==> config.mk <==
export PLATFORM = sky130hd
export DESIGN_NAME = alu_scan_ctrl
export DESIGN_NICKNAME = d
export VERILOG_FILES = /design/src/rtl/alu_scan_ctrl.sv
export SDC_FILE = /design/constraint.sdc
export NUM_CORES = 1
export LEC_CHECK = 0
export ABC_AREA = 0
export CAP_MARGIN = 40
export CORE_MARGIN = 1
export CORE_UTILIZATION = 55
export DETAILED_ROUTE_END_ITERATION = 16
export PLACE_DENSITY_LB_ADDON = 0.25
export SKIP_CTS_REPAIR_TIMING = 1
export SKIP_LAST_GASP = 1
export SYNTH_ARGS = -nofsm -noshare
export SYNTH_HDL_FRONTEND = slang
export SYNTH_SLANG_ARGS = --single-unit
==> constraint.sdc <==
create_clock -name clk -period 3.25 [get_ports clk]
set_input_delay 0.4875 -clock clk [delete_from_list [all_inputs] [get_ports clk]]
set_output_delay 0.4875 -clock clk [all_outputs]
set_load 0.03 [all_outputs]
==> src/rtl/alu_scan_ctrl.sv <==
// Sequencing controller for the 3-bit ALU display datapath: captures operands,
// lets them settle, then scans the four digits and alternates add/sub per frame block.
module alu_scan_ctrl #(
    parameter int DATA_W       = 3,
    parameter int REFRESH_DIV  = 50000,
    parameter int CYCLE_FRAMES = 100
) (
    input  logic              clk,
    input  logic              reset,
    input  logic [DATA_W-1:0] A,
    input  logic [DATA_W-1:0] B,
    input  logic              load,
    output logic [DATA_W-1:0] op_a,
    output logic [DATA_W-1:0] op_b,
    output logic [1:0]        op_code,
    output logic [1:0]        digit_sel,
    output logic [3:0]        an,
    output logic              busy,
    output logic              valid
);

    localparam int RW = (REFRESH_DIV > 2) ? $clog2(REFRESH_DIV) : 1;
    localparam int FW = (CYCLE_FRAMES > 1) ? $clog2(CYCLE_FRAMES) : 1;

    typedef enum logic [1:0] {IDLE, SETTLE, RUN} state_t;

    state_t            state_reg, state_next;
    logic [DATA_W-1:0] op_a_reg, op_a_next;
    logic [DATA_W-1:0] op_b_reg, op_b_next;
    logic [1:0]        op_code_reg, op_code_next;
    logic [1:0]        digit_sel_reg, digit_sel_next;
    logic              settle_cnt_reg, settle_cnt_next;
    logic [RW-1:0]     refresh_cnt_reg, refresh_cnt_next;
    logic [FW-1:0]     frame_cnt_reg, frame_cnt_next;
    logic [3:0]        an_reg, an_next;
    logic              busy_reg, busy_next;
    logic              valid_reg, valid_next;
    logic [3:0]        an_run;
    logic              tick;

    assign tick = (refresh_cnt_reg == RW'(REFRESH_DIV - 1));

    always_comb begin
        state_next       = state_reg;
        op_a_next        = op_a_reg;
        op_b_next        = op_b_reg;
        op_code_next     = op_code_reg;
        digit_sel_next   = digit_sel_reg;
        settle_cnt_next  = settle_cnt_reg;
        refresh_cnt_next = refresh_cnt_reg;
        frame_cnt_next   = frame_cnt_reg;
        case (state_reg)
            IDLE: begin
                if (load) begin
                    op_a_next       = A;
                    op_b_next       = B;
                    settle_cnt_next = 1'b0;
                    state_next      = SETTLE;
                end
            end
            SETTLE: begin
                if (settle_cnt_reg) begin
                    state_next       = RUN;
                    refresh_cnt_next = '0;
                    digit_sel_next   = 2'd0;
                    frame_cnt_next   = '0;
                    op_code_next     = 2'b00;
                end else begin
                    settle_cnt_next = 1'b1;
                end
            end
            RUN: begin
                // A recapture wins over any scan/frame event on the same edge
                if (load) begin
                    op_a_next       = A;
                    op_b_next       = B;
                    settle_cnt_next = 1'b0;
                    state_next      = SETTLE;
                end else begin
                    refresh_cnt_next = tick ? '0 : refresh_cnt_reg + RW'(1);
                    if (tick) begin
                        digit_sel_next = digit_sel_reg + 2'd1;
                        if (digit_sel_reg == 2'd3) begin
                            if (frame_cnt_reg == FW'(CYCLE_FRAMES - 1)) begin
                                frame_cnt_next = '0;
                                op_code_next   = (op_code_reg == 2'b00) ? 2'b01 : 2'b00;
                            end else begin
                                frame_cnt_next = frame_cnt_reg + FW'(1);
                            end
                        end
                    end
                end
            end
            default: state_next = IDLE;
        endcase
    end

    // One-hot-low anode pattern for the digit that will be shown after this edge
    generate
        for (genvar gi = 0; gi < 4; gi++) begin : g_anode
            assign an_run[gi] = (digit_sel_next != 2'(gi));
        end
    endgenerate

    assign an_next    = (state_next == RUN) ? an_run : 4'b1111;
    assign busy_next  = (state_next == SETTLE);
    assign valid_next = (state_next == RUN);

    always_ff @(posedge clk) begin
        if (reset) begin
            state_reg       <= IDLE;
            op_a_reg        <= '0;
            op_b_reg        <= '0;
            op_code_reg     <= 2'b00;
            digit_sel_reg   <= 2'd0;
            settle_cnt_reg  <= 1'b0;
            refresh_cnt_reg <= '0;
            frame_cnt_reg   <= '0;
            an_reg          <= 4'b1111;
            busy_reg        <= 1'b0;
            valid_reg       <= 1'b0;
        end else begin
            state_reg       <= state_next;
            op_a_reg        <= op_a_next;
            op_b_reg        <= op_b_next;
            op_code_reg     <= op_code_next;
            digit_sel_reg   <= digit_sel_next;
            settle_cnt_reg  <= settle_cnt_next;
            refresh_cnt_reg <= refresh_cnt_next;
            frame_cnt_reg   <= frame_cnt_next;
            an_reg          <= an_next;
            busy_reg        <= busy_next;
            valid_reg       <= valid_next;
        end
    end

    assign op_a      = op_a_reg;
    assign op_b      = op_b_reg;
    assign op_code   = op_code_reg;
    assign digit_sel = digit_sel_reg;
    assign an        = an_reg;
    assign busy      = busy_reg;
    assign valid     = valid_reg;

endmodule
# == Word-level counts from Yosys, hierarchy flattened ==
# Cells that the tools add are included.
# totals
reg_bits,42
latchBits,0
mem_bits_rw,0
rom_bits,0
input_bits,9
output_inout_bits,16
elab_cells,69
n_memories,0
# op_classes
add_sub_neg,3
mul,0
n_div,0
n_lt_le_gt_ge,0
n_eq_ne,16
shift,0
n_mux,26
bitwise,1
n_reduce_logical,12
# ops
operator,n
16-bit two-way mux,3
7-bit two-way mux,5
16-bit one-hot mux with 2 select lines,1
2-bit two-way mux,10
"16-bit by 1-bit adder with 16-bit output, second input constant",1
"16-bit == test, second input constant",1
"2-bit != test, second input constant",7
7-bit one-hot mux with 2 select lines,1
2-bit one-hot mux with 2 select lines,3
"7-bit by 1-bit adder with 7-bit output, second input constant",1
"7-bit == test, second input constant",1
"2-bit == test, second input constant",3
6-bit AND reduction,1
2-bit nonzero test,3
5-bit AND reduction,1
"2-bit by 1-bit == test with 1-bit output, second input constant",2
2-bit zero test,2
"2-bit by 1-bit != test with 1-bit output, second input constant",2
2-bit AND reduction,2
2-bit OR reduction,2
3-bit AND reduction,1
"2-bit by 1-bit adder with 2-bit output, second input constant",1
1-bit two-way mux,2
1-bit one-hot mux with 2 select lines,1
1-bit inverter,1

# == Longest topological paths before layout ==
# depth
depth_word,7
ltp_mapped,11
ltp_nobuf,7

# == Worst setup path before layout ==
# No wires, ideal clock.
# synth_path
path_type,reg-to-reg
startpoint,register refresh_cnt_reg[4]
endpoint,register an_reg[3] (netlist: an[3])
setup_time_ps,127
t_arrival_ps,1958
required_ps,3123
setup_slack_ps,1164
stages_incl_launch_ff,6
n_path_buf,0
period_less_slack_ps,2086
cell_sequence,dfxtp_1 > or4b_4 > nor4_4 > nor4b_4 > a211oi_2 > or3b_1
# synth_between
elab_chain_len,5
# synth_rtl
item,line_no,rtl
"start, declared",33,"logic [RW-1:0] refresh_cnt_reg, refresh_cnt_next;"
"start signal, assigned",129,refresh_cnt_reg <= refresh_cnt_next;
16-bit == test,41,assign tick = (refresh_cnt_reg == RW'(REFRESH_DIV - 1));
2-bit two-way mux,81,if (tick) begin
2-bit two-way mux,74,if (load) begin
2-bit one-hot mux with 2 select lines,52,case (state_reg)
2-bit != test,101,assign an_run[gi] = (digit_sel_next != 2'(gi));
"end signal, assigned",131,an_reg <= an_next;
"end, declared",35,"logic [3:0] an_reg, an_next;"
# Every way passes these cells.
# A chain may end at the register's enable or synchronous reset.

# == Worst setup path in the final report ==
# layout_path
startpoint,register refresh_cnt_reg[4]
endpoint,register refresh_cnt_reg[2]
# layout_between
elab_chain_len,4
# layout_rtl
item,line_no,rtl
16-bit == test,41,
16-bit two-way mux,80,refresh_cnt_next = tick ? '0 : refresh_cnt_reg + RW'(1);
16-bit two-way mux,74,
16-bit one-hot mux with 2 select lines,52,
# Every way passes these cells. The select of a mux whose other input is x is not followed.

==> metrics.txt <==
status completed; CP bufs+invs 0; n_diodes 0; register area between 800 and 900 um2; Switching Fraction between 20% and 30%; Setup Skew 5.67 ps; number of global-route vias before repair 1341; largest area contributor in the netlist dfxtp_1; library cells used by synthesis 48; CP startpoint kind flop; Post-synth EDFFs 0; crit path cell chain or4b_4 -> nor4_4 -> o21ai_0 -> nand2b_1 -> nor2_1; vias 1591; cell count after synthesis 221; Stages on worst setup path 5; Cell Area, Synth ~0.0019 mm2; full die area 0.00376 mm2; worst r2r path cells 5; clock transition at the registers of the reported paths 120 ps; leakage power ~0.83 nW; crit path DAT 2520 ps; Final Max Slew Viols 0; GRT overflow 0; Port-buffer cells 23; routed length per instance 13.0 um; Fillers a little under 300; P_sw 229 uW; Slew HR 50.8%; Core Region 0.00336 mm2; fraction of layout cells with a size suffix above 1 6.20%; drt total wl 3.74 mm; syn avg cell area 8.76 um2; die height 61.3 um; clock tree buffer depth 2; RR Endpoint refresh_cnt_reg[2]; reg2reg start refresh_cnt_reg[4]; DRC viols 0; Row Count 21; Final Hold Viols 0; initial core utilization 57.6%; first-pass GRT wire length around 6 mm; fin crit period 2300 ps; Reg power frac 53.8%; Final nets 257; Synth Register Bits 41; Least-Margin Pin Slew roughly 730 ps; Fmax around 430 MHz; Num CTS Buffers 5; Worst setup startpoint refresh_cnt_reg[4]; Async SR Flop Fraction 0%; sequential element share of the synthesized area between 40% and 50%; largest net degree at the start of global routing 20; RSZ-0062 raised after global routing false; footprint of the multi-input gates 0.00105 mm2; Root Driver clkbuf_4; Final period util 70.8%; HPWL Detailed 2.59 mm; reg-to-reg slack, setup 950 ps; maximum fanout along the worst path 16; final setup vio count 0; maxcap violations 0; slowest cell on the critical path or4b_4; CP max stage delay 560 ps; Setup WS post-layout 949 ps; CTS tree built; Yosys top cell area share 42.4%; leading cell types by total area after synthesis dfxtp_1 (42%), nor2_1 (6.0%), xnor2_1 (5.4%); syn_nets 237; clk_lat worst skew 350 ps; clock share of power 36.6%; Req. time, crit path 3470 ps; Crit Path Category reg2reg; DRT iter0 DRCs 94; internal power 732 uW; global-route usage over all layers 21.4%; dpl ws 744 ps; Pwr Density 424 mW/mm2; setup TNS 0 ps; TritonRoute pass-1 iters 4; hold crit path type reg2reg; maximum vdd drop ~0.00030 V; Synth Flop Type dfxtp_1; Ports 25; delay-heaviest family, CP simple AND/OR/NAND/NOR gates; Sink Count 41; RePlAce Congestion 0.763; initial antenna violation count 0; number of H-tree levels 2; max reg flops 16; area delta synth->final 17.1%; die width 61.3 um; WHS 492 ps; number of routed nets with antenna violations 0; synth warn 0; Comb power frac 9.6%; end of the critical path refresh_cnt_reg[2]; critical path endpoint category flop; Via density around 5.5
[synthesized netlist by cell type, types with 2 or more instances]
| cell type | n |
|---|---|
| nand3b_1 | 3 |
| nand2b_1 | 2 |
| xnor2_1 | 12 |
| nor4_1 | 3 |
| mux2i_1 | 6 |
| nand4_1 | 6 |
| buf_2 | 3 |
| clkbuf_1 | 6 |
| and3_1 | 6 |
| nand3_1 | 9 |
| nand2_1 | 18 |
| xor2_1 | 3 |
| nor3_1 | 6 |
| dfxtp_1 | 41 |
| o21ai_0 | 14 |
| nor2_1 | 31 |
| inv_1 | 6 |
| nor3b_1 | 2 |
| a21oi_1 | 9 |
| ha_1 | 7 |
[placed cells by master, fill, tap and decap left out, types with 6 or more instances in the layout]
master	Yosys	final
inv_1	6	6
dfxtp_1	41	41
and3_1	6	6
nand2_1	18	18
xnor2_1	12	12
nand3_1	9	9
mux2i_1	6	6
a21oi_1	9	9
nor2_1	31	31
nor3_1	6	6
clkdlybuf4s50_1	0	23
ha_1	7	7
nand4_1	6	6
o21ai_0	14	14
[final cells by class]
cell class                 instances  share of cell area (%)
clock buffer                       6                    2.26
clock inverter                     2                    1.65
inverter                           6                   0.993
multi-input combinational        164                    46.2
sequential                        41                    36.2
tap                               46                    2.54
timing repair buffer              23                    10.1
[metal layers]
metal	GRT usage, %	share of wire, %	vias to the layer above
met5	0	0	-
met4	7.62	1.5	0
met1	29.0	49	730
met2	30.6	43	42
met3	9.03	6.3	7
li1	-	-	812
[kinds of logic (layout without fill, tap and decap cells)]
| kind of cell | Yosys count | count (layout) | synth area share (%) |
|---|---|---|---|
| AND/OR/NAND/NOR | 101 | 101 | 28.9 |
| flip-flops | 41 | 41 | 42.4 |
| AO/OA/AOI/OAI | 34 | 34 | 10.6 |
| buffers and inverters | 16 | 37 | 3.49 |
| XOR/XNOR | 15 | 15 | 6.78 |
| adder cells (fa/ha/maj) | 7 | 7 | 4.52 |
| multiplexers | 6 | 6 | 3.10 |
| other | 1 | 1 | 0.194 |
[per-stage QoR]
step	power (mW)	utilization [%]	instances	area, um2
after floorplan	0.591	-	221	1940
after global placement	0.619	64.8	280	2180
after detailed placement	0.620	64.8	280	2180
after CTS	0.963	67.4	288	2270
after global routing	0.997	67.4	288	2270
final	0.961	67.4	288	2270
[power groups by stage]
stage	clock network (mW)	registers, mW	logic (mW)
floorplan	0	0.540	0.0504
global placement	0	0.528	0.0907
detailed placement	0	0.529	0.0919
CTS	0.354	0.517	0.0924
global route	0.378	0.519	0.100
finish	0.352	0.517	0.0921
[worst register-to-register path, stage by stage (launching register included)]
cell,delay (ps)
dfxtp_1,370
or4b_4,570
nor4_4,430
o21ai_0,180
nand2b_1,500
nor2_1,140
[worst min-delay path by stage]
stage	from	endpoint	depth (start not counted)
6_report	refresh_cnt_reg[1]	refresh_cnt_reg[1]	2
5_1_grt	frame_cnt_reg[6]	frame_cnt_reg[6]	1
4_1_cts	refresh_cnt_reg[1]	refresh_cnt_reg[1]	2
3_5_place_dp	frame_cnt_reg[6]	frame_cnt_reg[6]	1
3_3_place_gp	frame_cnt_reg[6]	frame_cnt_reg[6]	1
2_1_floorplan	frame_cnt_reg[6]	frame_cnt_reg[6]	1
Power figures use the tool's default switching activity.
